===== src/rtl/apb_cvp_if_nch.sv =====
// APB slave bridging single-word accesses onto NUM_CH asynchronous CVP power-register
// channels; one transaction in flight, ack/error resynchronised into HCLK.
module apb_cvp_if_nch #(
  parameter int APB_ADDR_WIDTH = 12,
  parameter int NUM_CH         = 2,
  parameter int CH_LSB         = 11,
  parameter int SYNC_STAGES    = 2,
  parameter int TIMEOUT        = 256
) (
  input  logic                      HCLK,
  input  logic                      HRESET,
  input  logic [APB_ADDR_WIDTH-1:0] PADDR,
  input  logic [31:0]               PWDATA,
  input  logic                      PWRITE,
  input  logic                      PSEL,
  input  logic                      PENABLE,
  output logic [31:0]               PRDATA,
  output logic                      PREADY,
  output logic                      PSLVERR,
  output logic [NUM_CH-1:0]         cvp_pwr_req,
  output logic [NUM_CH-1:0]         cvp_pwr_wr_rd,
  output logic [NUM_CH*29-1:0]      cvp_pwr_add,
  output logic [NUM_CH*8-1:0]       cvp_pwr_be,
  output logic [NUM_CH*64-1:0]      cvp_pwr_data,
  input  logic [NUM_CH-1:0]         cvp_pwr_ack,
  input  logic [NUM_CH-1:0]         cvp_pwr_error,
  input  logic [NUM_CH*64-1:0]      cvp_pwr_r_data,
  output logic [2:0]                dbg_state
);

  localparam int CHW      = (NUM_CH > 1) ? $clog2(NUM_CH) : 1;
  localparam int ROWW     = CH_LSB - 3;
  localparam int TW       = (TIMEOUT > 1) ? $clog2(TIMEOUT + 1) : 1;
  localparam int TMO_LAST = (TIMEOUT > 0) ? TIMEOUT - 1 : 0;

  // Encoding visible on dbg_state: IDLE=0 HOLD=1 REQ=2 RESP=3 RELEASE=4.
  typedef enum logic [2:0] {
    S_IDLE    = 3'd0,
    S_HOLD    = 3'd1,
    S_REQ     = 3'd2,
    S_RESP    = 3'd3,
    S_RELEASE = 3'd4
  } state_t;

  state_t                  r_state;
  state_t                  w_state_nx;
  logic [2*NUM_CH-1:0]     r_sync [SYNC_STAGES];
  logic [NUM_CH-1:0]       w_ack_s;
  logic [NUM_CH-1:0]       w_err_s;
  logic [CHW-1:0]          r_ch;
  logic                    r_write;
  logic                    r_upper;
  logic [ROWW-1:0]         r_row;
  logic [31:0]             r_wdata;
  logic [TW-1:0]           r_tmo;
  logic                    r_pready;
  logic                    r_pslverr;
  logic [31:0]             r_prdata;
  logic [APB_ADDR_WIDTH+CHW-1:0] w_addr_ext;
  logic                    w_unused_addr;
  logic [CHW-1:0]          w_ch_in;
  logic                    w_ch_ok;
  logic                    w_start;
  logic                    w_tmo;
  logic                    w_ack_sel;
  logic                    w_err_sel;
  logic [63:0]             w_rdata_sel;
  logic                    w_resp_err;
  logic [31:0]             w_resp_data;

  // Channel bits above the APB address read as zero.
  assign w_addr_ext    = {{CHW{1'b0}}, PADDR};
  assign w_unused_addr = ^w_addr_ext;
  assign w_ch_in       = w_addr_ext[CH_LSB +: CHW];
  assign w_ch_ok       = (int'(w_ch_in) < NUM_CH);
  assign w_start       = PSEL & PENABLE & ~r_pready;
  assign w_tmo         = (TIMEOUT != 0) && (r_tmo == TW'(TMO_LAST));

  always_ff @(posedge HCLK or posedge HRESET) begin
    if (HRESET) begin
      for (int s = 0; s < SYNC_STAGES; s++) r_sync[s] <= '0;
    end else begin
      r_sync[0] <= {cvp_pwr_error, cvp_pwr_ack};
      for (int s = 1; s < SYNC_STAGES; s++) r_sync[s] <= r_sync[s-1];
    end
  end

  assign w_ack_s = r_sync[SYNC_STAGES-1][NUM_CH-1:0];
  assign w_err_s = r_sync[SYNC_STAGES-1][2*NUM_CH-1:NUM_CH];

  always_comb begin
    w_ack_sel   = 1'b0;
    w_err_sel   = 1'b0;
    w_rdata_sel = '0;
    for (int i = 0; i < NUM_CH; i++) begin
      if (r_ch == CHW'(i)) begin
        w_ack_sel   = w_ack_s[i];
        w_err_sel   = w_err_s[i];
        w_rdata_sel = cvp_pwr_r_data[i*64 +: 64];
      end
    end
  end

  always_ff @(posedge HCLK or posedge HRESET) begin
    if (HRESET) begin
      r_ch    <= '0;
      r_write <= 1'b0;
      r_upper <= 1'b0;
      r_row   <= '0;
      r_wdata <= '0;
    end else if (r_state == S_IDLE && w_start) begin
      r_ch    <= w_ch_in;
      r_write <= PWRITE;
      r_upper <= PADDR[2];
      r_row   <= PADDR[CH_LSB-1:3];
      r_wdata <= PWDATA;
    end
  end

  always_ff @(posedge HCLK or posedge HRESET) begin
    if (HRESET)                r_tmo <= '0;
    else if (r_state == S_REQ) r_tmo <= r_tmo + TW'(1);
    else                       r_tmo <= '0;
  end

  always_ff @(posedge HCLK or posedge HRESET) begin
    if (HRESET) r_state <= S_IDLE;
    else        r_state <= w_state_nx;
  end

  // HOLD and RELEASE both wait for the channel's ack to be low, so a stale
  // ack from an aborted request can never complete a later one.
  always_comb begin
    w_state_nx = r_state;
    case (r_state)
      S_IDLE:    if (w_start) w_state_nx = w_ch_ok ? S_HOLD : S_RESP;
      S_HOLD:    if (!w_ack_sel) w_state_nx = S_REQ;
      S_REQ:     if (w_ack_sel || w_tmo) w_state_nx = S_RESP;
      S_RESP:    w_state_nx = S_RELEASE;
      S_RELEASE: if (!w_ack_sel) w_state_nx = S_IDLE;
      default:   w_state_nx = S_IDLE;
    endcase
  end

  always_comb begin
    cvp_pwr_req   = '0;
    cvp_pwr_wr_rd = '0;
    cvp_pwr_add   = '0;
    cvp_pwr_be    = '0;
    cvp_pwr_data  = '0;
    if (r_state == S_REQ) begin
      for (int i = 0; i < NUM_CH; i++) begin
        if (r_ch == CHW'(i)) begin
          cvp_pwr_req[i]           = 1'b1;
          cvp_pwr_wr_rd[i]         = ~r_write;
          cvp_pwr_add[i*29 +: 29]  = 29'(r_row);
          cvp_pwr_be[i*8 +: 8]     = r_upper ? 8'hF0 : 8'h0F;
          cvp_pwr_data[i*64 +: 64] = r_upper ? {r_wdata, 32'h0} : {32'h0, r_wdata};
        end
      end
    end
    // Ack wins over a coincident timeout; every other way into RESP is an error.
    if (r_state == S_REQ && w_ack_sel) begin
      w_resp_err  = w_err_sel;
      w_resp_data = r_write ? 32'h0 : (r_upper ? w_rdata_sel[63:32] : w_rdata_sel[31:0]);
    end else begin
      w_resp_err  = 1'b1;
      w_resp_data = 32'h0;
    end
  end

  always_ff @(posedge HCLK or posedge HRESET) begin
    if (HRESET) begin
      r_pready  <= 1'b0;
      r_pslverr <= 1'b0;
      r_prdata  <= '0;
    end else begin
      r_pready  <= (w_state_nx == S_RESP);
      r_pslverr <= (w_state_nx == S_RESP) & w_resp_err;
      r_prdata  <= (w_state_nx == S_RESP) ? w_resp_data : 32'h0;
    end
  end

  assign PREADY    = r_pready;
  assign PSLVERR   = r_pslverr;
  assign PRDATA    = r_prdata;
  assign dbg_state = r_state;

endmodule

===== config.mk =====
export PLATFORM = sky130hd
export DESIGN_NAME = apb_cvp_if_nch
export DESIGN_NICKNAME = d
export VERILOG_FILES = /design/src/rtl/apb_cvp_if_nch.sv
export SDC_FILE = /design/constraint.sdc
export NUM_CORES = 1
export LEC_CHECK = 0
export ABC_AREA = 1
export CAP_MARGIN = 20
export CORE_AREA = 4 4 161 163
export DETAILED_ROUTE_END_ITERATION = 7
export DIE_AREA = 0 0 165 167
export GPL_ROUTABILITY_DRIVEN = 0
export PLACE_DENSITY_LB_ADDON = 0.05
export SYNTH_ARGS = -nofsm -noshare
export SYNTH_HDL_FRONTEND = slang
export SYNTH_SLANG_ARGS = --single-unit
export TNS_END_PERCENT = 100

===== constraint.sdc =====
create_clock -name HCLK -period 5.97 [get_ports HCLK]
set_input_delay 1.791 -clock HCLK [delete_from_list [all_inputs] [get_ports HCLK]]
set_output_delay 1.791 -clock HCLK [all_outputs]
set_load 0.1 [all_outputs]

==> impl_metrics.ini, run 1 <==
[logic_synthesis]
yosysSeqAreaShare_pct = 37.8
synth_area_per_cell_sq_um = 6.31
yosys.cell_types.count = 25
syn_inst = 1018
synth_area_sq_um = 6420
post-synth-top-area-cell = dfrtp_1
yosysTopAreaCellShare_pct = 37.8
synth-seq-cells = 97
synthTopCellsByArea = dfrtp_1 38%, inv_1 15%, nand2_1 13%, nor2_1 11%, buf_4 6.9%
yosysWarnings = 0

[clock_network]
clkLatencyLatePin_ns = 0.34
cts_tree = yes
clock-root-buffer = clkbuf_16
post_cts_buffers = 0
clk_path_buf_depth = 2
cts_resized = 0
cts_max_level = 3
cts.clk_slew.worst_paths_ns = 0.06
cts_made_buffers = 9
ctsHoldBuffers = 0
clkSinkCount = 97

[pwr]
finalPower_uw = 4380
peakVddDrop_mv = 0.169
power.share.clock_pct = 13.9
pwr-share-comb_pct = 64.7
power_density_nw_per_um2 = 399
p_int_uw = 1930
switching_share_pct = 55.9
p_leak_uw = 0.00593
netSwitchingPower_uw = 2450
seqPwrFrac_pct = 21.4

[sta]
worst_slew_pin_slew_ns = 1.04
relSlewSlack_pct = 30.4
finalSetupTns_ns = 0
fmax_mhz = 213
finalCritPeriodShare_pct = 78.5
fin_crit_ns = 4.69
final-hold-violation-count = 0
rsz0062_at_grt = false
skew_ns = 0.0106
timing.hold.ws_ns = 0.348
drv_slew = 0
final-setup-viol-count = 0

[final_layout]
multiInputGateArea_sq_um = 2490
finalNetCount = 1540
layout-drive-gt1-share_pct = 13.9
n_antenna_cell = 0
final_util_pct = 45.2
area_growth_pct = 71.3
regArea_sq_um = 2430
fillers = 2563

[place]
port_buffers = 379
dp_hpwl_microns = 19200

[die]
dieArea_sq_um = 27600
core_sq_um = 24300
start_util_pct = 26.4
std_cell_rows = 57
ios = 424
die_h_microns = 167
fp.dieW_microns = 165

[critical_path]
arrival_ns = 2.90
cpPeakStageDelay_ns = 1.19
r2r_slack_ns = 3.47
critPathBufInv = 3
path_cells = buf_4 > inv_2 > nor2_4 > clkdlybuf4s50_1
worstPathRequired_ns = 4.18
end_kind = output port
cp_top_family = buffers and inverters
cp_max_fo = 69
worstSetupPathType = reg2out
cpMaxStageDelayCell = clkdlybuf4s50_1
start_kind = flip-flop

[grt]
grt_max_degree = 79
grt_pass1_vias = 6201
grt_first_pass_wirelength_microns = 36600
grt-ovfl-total = 0
antenna_found_initial = 2
track_usage_pct = 17.1

[routing]
drt-initial-drc-count = 221
first_pass_iters = 4
wirelength_microns = 24500
vias = 6655
wl_per_cell_microns = 14.6
drc = 0
ant_nets = 0
via_per_inst = 3.95

[hold_path]
min_path_type = reg2reg

[flow_run]
drv_cap = 0

[outcome]
outcome = complete, no violations
-- power by group through the flow --
stage          Clock, uW  Sequential (uW)  Combinational (uW)
2_1_floorplan          0             1230                1820
3_3_place_gp           0              945                2870
3_5_place_dp           0              951                2880
4_1_cts              638              940                2890
5_1_grt              664              961                3060
6_report             609              938                2840
-- metal layers --
metal	global-route usage (%)	wire [microns]	vias to the layer above
met5	0	22	-
met4	4.99	425	4
met3	6.70	2770	27
met2	28.8	11800	254
met1	20.2	9500	2899
li1	-	-	3471
-- per-stage QoR --
stage	area, sq um	setup slack [ns]	cells
finish	11000	1.28	1686
global route	11000	1.11	1686
CTS	11000	1.21	1686
detailed placement	10700	1.58	1670
global placement	10700	1.63	1670
floorplan	6570	0.672	1059
-- kinds of logic after synthesis --
group	share of synthesized area, %
flip-flops	37.8
AO/OA/AOI/OAI	3.98
XOR/XNOR	0.273
other	0.0584
adder cells (fa/ha/maj)	0.390
buffers and inverters	25.9
AND/OR/NAND/NOR	31.6
-- cell usage after synthesis --
master    number
inv_1        259
nand2_1      225
nor2_1       194
dfrtp_1       97
nand3_1       72
buf_4         59
o21ai_0       41
buf_2         22
clkbuf_1      10
a21oi_1        6
buf_6          6
o21ai_1        4
buf_1          3
inv_2          3
clkinv_1       2
ha_1           2
nand2_2        2
nand2_4        2
nor2_4         2
xor2_1         2
conb_1         1
nand3_4        1
nand3b_2       1
nor2_2         1
nor3_1         1
-- final cells by class --
| class | instances | area share, % |
|---|---|---|
| clock inverters | 2 | 0.319 |
| clock buffers | 14 | 2.49 |
| flip-flops and latches | 97 | 22.1 |
| inverters | 264 | 9.04 |
| repair buffers | 387 | 39.8 |
| well taps | 324 | 3.69 |
| multi-input cells | 598 | 22.6 |
-- worst reg2reg max path, delay by kind of cell (launching register included) --
| kind | cells | cell delay [ns] |
|---|---|---|
| flops | 1 | 0.42 |
| simple gates | 5 | 0.52 |
| buf+inv | 4 | 1.44 |
-- sequential cells by signal, indices dropped and copies added (netlist names), 3 cells and up --
signal     flops
r_row          8
PRDATA        32
dbg_state      3
r_wdata       32
r_tmo          9
r_sync         8
-- path summary, 6_finish.rpt --
kind | start | to | depth (start not counted)
hold reg to reg | r_sync[7]$_DFF_PP0_ | r_sync[3]$_DFF_PP0_ | 0
max in group asynchronous | HRESET | r_ch$_DFFE_PP0P_ | 3
hold / removal | r_sync[7]$_DFF_PP0_ | r_sync[3]$_DFF_PP0_ | 0
setup / recovery | r_ch$_DFFE_PP0P_ | cvp_pwr_req[1] | 4
setup reg to reg | r_ch$_DFFE_PP0P_ | PRDATA[31]$_DFF_PP0_ | 9
min in group asynchronous | HRESET | r_wdata[8]$_DFFE_PP0P_ | 2
-- cell usage in the layout, fill, tap and decap left out --
master           instances
a21oi_1                  6
buf_12                  72
buf_4                   89
bufinv_16                1
clkbuf_1                 2
clkbuf_16                9
clkbuf_8                 3
clkdlybuf4s50_1        226
clkinv_1                 2
clkinv_2                 1
conb_1                  42
dfrtp_1                 96
dfrtp_2                  1
ha_1                     2
inv_1                  258
inv_2                    3
inv_4                    1
nand2_1                225
nand2_2                  2
nand2_4                  2
nand3_1                 72
nand3_4                  1
nand3b_2                 1
nor2_1                 194
nor2_2                   1
nor2_4                   2
nor3_1                   1
o21ai_0                 41
o21ai_1                  4
xor2_1                   2
No activity file was read; power rests on OpenSTA's default activity.
==> run 2, diff against run 1 <==
--- a/config.mk
+++ b/config.mk
@@ -7,9 +7,9 @@
 export LEC_CHECK = 0
 export ABC_AREA = 1
 export CAP_MARGIN = 20
-export CORE_AREA = 4 4 161 163
+export CORE_AREA = 4 4 162 164
 export DETAILED_ROUTE_END_ITERATION = 7
-export DIE_AREA = 0 0 165 167
+export DIE_AREA = 0 0 166 168
 export GPL_ROUTABILITY_DRIVEN = 0
 export PLACE_DENSITY_LB_ADDON = 0.05
 export SYNTH_ARGS = -nofsm -noshare
==> constraint.sdc (replaced) <==
create_clock -name HCLK -period 4.1 [get_ports HCLK]
set_input_delay 1.23 -clock HCLK [delete_from_list [all_inputs] [get_ports HCLK]]
set_output_delay 1.23 -clock HCLK [all_outputs]
set_load 0.1 [all_outputs]
==> run 2 against run 1 <==
  * Sequential share of layout area fell by 3.4 points
  * Clock power increased by 47%
  * Core utilization rose by 6.9 points
  * First-iteration DRC count increased by 13%
  * Count of clock-buffer cells in the layout down 2
  * Via count grew 1.1%
  * Global-route usage increased by 0.86 points
  * Combinational power up 67%
  * Highest routed layer is now met4
  * Non-clock buffer count grew 3
  * Worst setup slack got worse by 0.93 ns
  * Final area up 18%
  * Critical path depth unchanged
  * Largest power group unchanged
==> impl_metrics.ini, run 2 (same netlist as run 1, synthesis figures left out) <==
[critical_path]
cpPeakStageDelay_ns = 0.58
cp_top_family = buffers and inverters
start_kind = flip-flop
cp-startpoint = r_upper$_DFFE_PP0P_
crit_path_end = cvp_pwr_be[10]
reg2reg_depth = 8
r2r_end = PRDATA[17]$_DFF_PP0_
cpMaxStageDelayCell = dfrtp_1
end_kind = output port
worstSetupPathType = reg2out
r2r_slack_ns = 1.90
timing.rr.start = r_ch$_DFFE_PP0P_
path_cells = clkinv_1 > nand2_4 > clkinvlp_4 > buf_12
critPathBufInv = 3
cp_max_fo = 20
worstPathRequired_ns = 2.87
arrival_ns = 2.52
worst-path-stages = 4

[final_layout]
final_cell_mix = 254 x inv_1, 225 x nand2_1, 213 x clkdlybuf4s50_1, 156 x buf_12, 110 x nor2_4
area_growth_pct = 102
final_util_pct = 52.1
stdcell_count = 1697
fillers = 2425
final_common_cell = inv_1
layout-drive-gt1-share_pct = 25.2
finalNetCount = 1543

[pwr]
power.share.clock_pct = 12.8
switching_share_pct = 57.1
netSwitchingPower_uw = 4000
pwr-share-comb_pct = 67.5
p_int_uw = 3010
seqPwrFrac_pct = 19.7
p_leak_uw = 0.00617
power_density_nw_per_um2 = 540
peakVddDrop_mv = 0.344

[die]
ios = 424
fp.dieW_microns = 166
std_cell_rows = 58
die_h_microns = 168
start_util_pct = 25.8
dieArea_sq_um = 27900
core_sq_um = 24900

[grt]
track_usage_pct = 18.0
antenna_found_initial = 2
grt_first_pass_wirelength_microns = 39100
grt_max_degree = 74
grt-ovfl-total = 0
grt_pass1_vias = 6364

[routing]
wirelength_microns = 25800
first_pass_iters = 5
ant_nets = 0
vias = 6727
drc = 0
via_per_inst = 3.96
wl_per_cell_microns = 15.2
drt-initial-drc-count = 250

[outcome]
outcome = complete, no violations

[place]
place_inst = 1679
port_buffers = 379
dp_hpwl_microns = 20600
preCtsSetupSlack_ns = 0.432

[clock_network]
ctsHoldBuffers = 0
cts_tree = yes
cts.clk_slew.worst_paths_ns = 0.07
clkLatencyLatePin_ns = 0.35
post_cts_buffers = 0
cts_made_buffers = 9
clock-root-buffer = clkbuf_16
cts_max_level = 3
cts_resized = 0
clk_path_buf_depth = 2
clkSinkCount = 97

[sta]
fmax_mhz = 267
rsz0062_at_grt = false
fin_crit_ns = 3.75
setup_ws_ns = 0.351
worst_slew_pin_slew_ns = 1.03
final-setup-viol-count = 0
final-hold-violation-count = 0
skew_ns = 0.00809
drv_slew = 0
relSlewSlack_pct = 31.4
finalCritPeriodShare_pct = 91.4

[flow_run]
drv_cap = 0

[hold_path]
min_path_type = reg2reg
run 2: changes by cell type in the layout (fill, tap and decap cells not counted), sizes merged:
cell	change
diode	+2
inv	-3
buf	+16
clkbuf	-2
clkdlybuf4s50	-13
clkinvlp	+5
run 2: worst min path at each step:
stage               cells after the start                   to  slack, ns           startpoint
CTS                                     0  r_sync[3]$_DFF_PP0_       0.35  r_sync[7]$_DFF_PP0_
floorplan                               0  r_sync[0]$_DFF_PP0_       0.33  r_sync[4]$_DFF_PP0_
finish                                  0  r_sync[3]$_DFF_PP0_       0.35  r_sync[7]$_DFF_PP0_
detailed placement                      0  r_sync[0]$_DFF_PP0_       0.34  r_sync[4]$_DFF_PP0_
global placement                        0  r_sync[0]$_DFF_PP0_       0.33  r_sync[4]$_DFF_PP0_
global route                            0  r_sync[0]$_DFF_PP0_       0.36  r_sync[4]$_DFF_PP0_
run 2: routing by layer:
metal | track usage (%) | wire [microns] | part of all wire [%]
met4 | 4.34 | 392 | 1.5
met5 | 0 | 0 | 0
met3 | 6.64 | 2390 | 9.3
met1 | 21.9 | 10600 | 41
met2 | 30.5 | 12300 | 48
run 2: power groups by stage:
stage | combinational, uW | clock, uW | sequential [uW]
detailed placement | 4800 | 0 | 1400
finish | 4740 | 897 | 1380
global route | 5070 | 969 | 1420
floorplan | 3090 | 0 | 1800
CTS | 4810 | 931 | 1380
global placement | 4770 | 0 | 1390
run 2: cell type report:
type	count	area [sq um]	share of cell area [%]
repair buffers	390	5440	41.9
multi-input cells	598	3380	26.0
flip-flops and latches	97	2430	18.7
inverters	264	1010	7.78
well taps	330	413	3.18
clock buffers	12	256	1.98
clock inverters	4	51.3	0.395
diodes	2	5.00	0.0386
run 2: metrics by stage:
step	hold WS (ns)	total power, uW	area, sq um	TNS (ns)
2_1_floorplan	0.331	4890	7460	-5.19
3_3_place_gp	0.334	6160	12600	0
3_5_place_dp	0.336	6200	12700	0
4_1_cts	0.352	7120	13000	0
5_1_grt	0.361	7460	13000	0
6_report	0.349	7010	13000	0
